<file path="config.mk">
export PLATFORM = sky130hd
export DESIGN_NAME = hazard_ctrl
export DESIGN_NICKNAME = d
export VERILOG_FILES = /design/src/rtl/hazard_pkg.sv /design/src/rtl/sat_counter.sv /design/src/rtl/hazard_ctrl.sv
export SDC_FILE = /design/constraint.sdc
export NUM_CORES = 1
export LEC_CHECK = 0
export CORE_MARGIN = 5
export CORE_UTILIZATION = 45
export CTS_CLUSTER_SIZE = 12
export DETAILED_ROUTE_END_ITERATION = 7
export GPL_ROUTABILITY_DRIVEN = 0
export PLACE_DENSITY = 0.8
export SLEW_MARGIN = 10
export SYNTH_ARGS = -nofsm -noshare
export SYNTH_HDL_FRONTEND = slang
export SYNTH_HIERARCHICAL = 1
export SYNTH_SLANG_ARGS = --single-unit
</file>
<file path="constraint.sdc">
create_clock -name clk -period 2.5 [get_ports clk]
set_input_delay 0.25 -clock clk [delete_from_list [all_inputs] [get_ports clk]]
set_output_delay 0.25 -clock clk [all_outputs]
set_load 0.02 [all_outputs]
</file>
<file path="src/rtl/hazard_pkg.sv">
// hazard_pkg: shared state encoding and constants for the pipeline sequencer
package hazard_pkg;
  typedef enum logic {RUN = 1'b0, HALT = 1'b1} state_t;
  localparam int unsigned ZERO_REG = 0;
endpackage

</file>
<file path="src/rtl/sat_counter.sv">
// sat_counter: up-counter that sticks at all-ones instead of wrapping
module sat_counter #(
  parameter int CNT_BITS = 32
) (
  input  logic                clk,
  input  logic                rst,
  input  logic                inc,
  output logic [CNT_BITS-1:0] q
);
  always_ff @(posedge clk or posedge rst)
    if (rst) q <= '0;
    else if (inc && !(&q)) q <= q + 1'b1;
endmodule

</file>
<file path="src/rtl/hazard_ctrl.sv">
// hazard_ctrl: stage-register enables/bubbles for load-use, flush and syscall halt
module hazard_ctrl
  import hazard_pkg::*;
#(
  parameter int CNT_BITS = 32,
  parameter int REG_BITS = 5
) (
  input  logic                clk,
  input  logic                rst,
  input  logic [REG_BITS-1:0] id_rs,
  input  logic [REG_BITS-1:0] id_rt,
  input  logic                id_uses_rs,
  input  logic                id_uses_rt,
  input  logic                ex_MemToReg,
  input  logic                ex_RegWrite,
  input  logic [REG_BITS-1:0] ex_wreg,
  input  logic                ex_taken,
  input  logic                ex_halt,
  input  logic                resume,
  output logic                pc_en,
  output logic                ifid_en,
  output logic                ifid_zero,
  output logic                idex_en,
  output logic                idex_zero,
  output logic                exmem_en,
  output logic                halted,
  output logic [CNT_BITS-1:0] cycle_cnt,
  output logic [CNT_BITS-1:0] stall_cnt,
  output logic [CNT_BITS-1:0] flush_cnt
);
  state_t state;
  logic run, lu, do_halt, do_flush, do_stall, do_norm;
  assign lu = ex_MemToReg && ex_RegWrite && (ex_wreg != REG_BITS'(ZERO_REG)) &&
              ((id_uses_rs && id_rs == ex_wreg) || (id_uses_rt && id_rt == ex_wreg));
  assign run      = (state == RUN);
  assign do_halt  = run && ex_halt;
  assign do_flush = run && !ex_halt && ex_taken;
  assign do_stall = run && !ex_halt && !ex_taken && lu;
  assign do_norm  = run && !ex_halt && !ex_taken && !lu;
  // rst forces every stage to bubble without waiting for the state register
  assign pc_en     = !rst && (do_norm || do_flush);
  assign ifid_en   = !rst && do_norm;
  assign ifid_zero = rst || do_flush;
  assign idex_en   = !rst && do_norm;
  assign idex_zero = rst || do_halt || do_flush || do_stall;
  assign exmem_en  = !rst && run;
  always_ff @(posedge clk or posedge rst)
    if (rst) begin
      state  <= RUN;
      halted <= 1'b0;
    end else if (run && ex_halt) begin
      state  <= HALT;
      halted <= 1'b1;
    end else if (!run && resume) begin
      state  <= RUN;
      halted <= 1'b0;
    end
  sat_counter #(.CNT_BITS(CNT_BITS)) u_cycle (.clk(clk), .rst(rst), .inc(run),      .q(cycle_cnt));
  sat_counter #(.CNT_BITS(CNT_BITS)) u_stall (.clk(clk), .rst(rst), .inc(do_stall), .q(stall_cnt));
  sat_counter #(.CNT_BITS(CNT_BITS)) u_flush (.clk(clk), .rst(rst), .inc(do_flush), .q(flush_cnt));
endmodule

</file>
==> flow_results.org <==
** Synthesis
- The share of the Yosys chip area taken by registers is 0.4625.
- Share of the synthesized area in compound gates (AO/OA/AOI/OAI) :: 0.04815
- Post-Synthesis Cell Area :: 5249 um2
- In this run the mean area of a mapped cell was 10.58 um2.
- Simple logic cell fraction of the synthesized area :: 0.2818
- Of the total synthesized cell area, the portion taken by full adders, half adders and majority gates is 0.007151.
- Count of mapped cells out of synthesis :: 496
- Yosys reg bits :: 97
- The synthesized design contains 0 enable-type register cells.
- Dominant combinational cell family by area after synthesis :: simple AND/OR/NAND/NOR gates
- Number of library cell types mapped by synthesis :: 40
- Syn Nets :: 523
- Yosys printed 6 warnings.
- Of the total synthesized cell area, the portion taken by XOR and XNOR cells is 0.1719.
- After synthesis, the share of flip-flops with an asynchronous set or reset is 1.000.
- Leading register cell type out of synthesis :: sky130_fd_sc_hd__dfrtp_1
- Of the post-synthesis cell area, the part taken by muxes is 0.

** Worst setup path
- Required time reported for the critical path endpoint :: 2250 ps
- The startpoint identified for the worst register-to-register timing path is u_cycle/q[16].
- Worst endpoint data arrival time :: 2190 ps
- The endpoint identified for the worst register-to-register timing path is u_cycle/q[23].
- The worst setup path is launched from a primary input.
- Start-to-end type of the worst setup path :: primary input to output pin
- Of all nets on the critical path, the largest fanout is 3.
- Register-to-Register Setup Slack :: 350 ps
- The most critical setup path has its startpoint at id_rs[3].
- Measured in cells, the most critical reg-to-reg path has a length of 6.
- The worst setup path is captured at an output pin.
- The critical path ends at idex_zero.

** STA
- Tightest Pin Transition :: 529.3 ps
- Share of the clock period used by the worst path :: 0.9753
- Max-slew headroom :: 0.6444
- Fin Clk Skew :: 4.789 ps
- Setup-failing EPs final :: 0
- Counting I/O delays and the setup requirement, the final critical path takes 2438 ps.
- The count of pins over their slew limit came to 0.
- Max Fclk :: 410.1 MHz
- Hold Vio Cnt, Final :: 0

** Clock network
- Clock buffers created by TritonCTS :: 9
- After clock tree synthesis, the clock-pin slew on the worst setup and hold paths is 60 ps.
- Latest clock arrival within the worst-skew pair :: 330 ps
- The number of hold buffers added after CTS was 0.
- The tree is rooted in a sky130_fd_sc_hd__clkbuf_16.
- The H-tree generated during clock tree synthesis spans 3 levels.
- Postcts setup bufs :: 0
- CTS tree :: built
- Maximum buffer depth of the clock tree :: 2
- CTS saw 97 sinks.

** Floorplanning
- In this run the count of I/O pins placed on the die edge is 127.
- Measured along the x axis, the die boundary spans 118 um.
- Initial standard-cell utilization of the core :: 0.4597
- Row generation in the floorplan step produced 39 rows.
- Std-Cell Core Area :: 11420 um2
- The die covers 13920 um2.
- The floorplan step set the die height to 118 um.

** GRT
- The number of global-route vias before repair is 4653.
- In the global route stage, overall resource usage came out at 0.2003.
- Antenna violations before repair :: 0
- Wire length of the first global-routing pass :: 23510 um
- Gr ovfl total :: 0
- Maximum number of pins on one net before global-route repair :: 33

** Layout
- Most common library cell in the layout ignoring fill and taps :: sky130_fd_sc_hd__clkdlybuf4s50_1
- In the final layout, the share of cells above drive strength 1 is 0.1335.
- Layout-stage area growth over the synthesis result :: 35.69%
- Fill cells in the final layout number 930.
- Once layout is complete, the cells apart from fillers number 787.
- Commonest cells after routing, fill and taps aside :: 117 x sky130_fd_sc_hd__clkdlybuf4s50_1, 97 x sky130_fd_sc_hd__dfrtp_1, 56 x sky130_fd_sc_hd__xor2_1
- Total inserted antenna cells :: 0
- The finished cells cover 7122 um2.
- NumNets Final :: 668

** Power and ir drop
- Static leakage :: 3.073 nW
- In this run the power density over the cells is 551.6 nW/um2.
- VDD sags by at most 0.4041 mV.

** Routing
- In the routed design, unresolved DRC markers number 0.
- Initial DRT Pass Iterations :: 4
- Total routed wirelength :: 13800 um
- Once detail routing completed, the nets flagged for antenna violations numbered 0.
- Iteration-0 DRC Markers :: 242
- Routed via count :: 4425
- Dividing the detail-routed wire length by the instance count gives 17.53 um.
- Number of vias per cell :: 5.623

** Placement
- Count of input and output buffers :: 126
- The HPWL after detailed placement is 10100 um.
- In this run the cell area measured after placement is 6755 um2.
- Placed Cells incl. Taps :: 773

** Status
- The run finished with clean final reports.

** Flow run
- Max-Cap Viols :: 0

** Min path
- Min-Delay Path Class :: primary input to asynchronous set/reset pin
## sequential cells by signal (all words and copies together) (netlist names)
name,count
halted,1
u_cycle/q,32
u_stall/q,32
u_flush/q,32
## routing by layer
metal,track usage,vias up,wire length [um]
met5,0,-,0
met4,0.06380,0,223
met3,0.03700,25,677
met2,0.3522,157,7293
met1,0.2480,2169,5603
li1,-,2074,-
## cell type report
cell class | instances | area [um2] | share of cell area
multi-input cells | 372 | 2726 | 0.3828
well taps | 143 | 178.9 | 0.02512
flip-flops and latches | 97 | 2427 | 0.3408
repair buffers | 147 | 1404 | 0.1971
clock buffers | 11 | 242.7 | 0.03408
inverters | 14 | 52.55 | 0.007379
clock inverters | 3 | 90.09 | 0.01265
## synthesized netlist by cell type, types with 6 or more instances
library cell	instances	area share
sky130_fd_sc_hd__dfrtp_1	97	0.46
sky130_fd_sc_hd__xor2_1	56	0.093
sky130_fd_sc_hd__nand2_1	54	0.039
sky130_fd_sc_hd__xnor2_1	47	0.078
sky130_fd_sc_hd__nand3_1	36	0.034
sky130_fd_sc_hd__nand4_1	36	0.043
sky130_fd_sc_hd__nor3_2	27	0.051
sky130_fd_sc_hd__nor3_1	18	0.017
sky130_fd_sc_hd__nor2_1	17	0.012
sky130_fd_sc_hd__and3_1	15	0.018
sky130_fd_sc_hd__inv_1	14	0.010
sky130_fd_sc_hd__and4_1	12	0.020
sky130_fd_sc_hd__nor4_1	11	0.013
sky130_fd_sc_hd__buf_6	6	0.013
## power breakdown
part,internal (mW),switching (mW),total [mW]
clock,0.994,0.553,1.55
sequential,1.65,0.137,1.79
combinational,0.289,0.302,0.590
## worst min path at each step
| stage | slack, ps | cells after the start | to |
|---|---|---|---|
| CTS | 270 | 2 | halted |
| detailed placement | 490 | 1 | u_cycle/q[14] |
| global route | 300 | 2 | halted |
| floorplan | -5 | 1 | halted |
| finish | 270 | 2 | halted |
| global placement | 480 | 1 | u_stall/q[13] |
## timing repair
action                                  in CTS  in global routing
endpoints found under the setup margin      14                 20
pin swaps                                    6                  5
gates cloned                                 0                  0
gates resized for setup                     14                  6
## cell families (layout without fill, tap and decap cells)
group	count (synthesis)	in the layout
xor+xnor	103	103
fa+ha+maj	3	3
simple gates	244	244
flops	97	97
compound gates	22	22
buf+inv	27	175
## through the flow
stage,setup WS (ps),total power [mW],utilization,hold WS [ps],setup TNS [ps]
after floorplan,128.7,2.098,-,-4.678,0
after global placement,-339.6,2.392,0.5916,480.9,-4589
after detailed placement,-513.5,2.415,0.5916,491.2,-9513
after CTS,8.371,3.966,0.6224,273.8,0
after global routing,-7.509,4.102,0.6237,297.1,-7.509
final,61.78,3.928,0.6237,265.5,0
## worst max-delay path, stage by stage
cell and delay [ps]:
sky130_fd_sc_hd__clkdlybuf4s50_1 420, sky130_fd_sc_hd__xor2_1 160, sky130_fd_sc_hd__nor4_2 330, sky130_fd_sc_hd__a32oi_2 190, sky130_fd_sc_hd__buf_4 180, sky130_fd_sc_hd__o311ai_1 410
sky130_fd_sc_hd__clkbuf_2 250
Power figures use the tool's default switching activity.
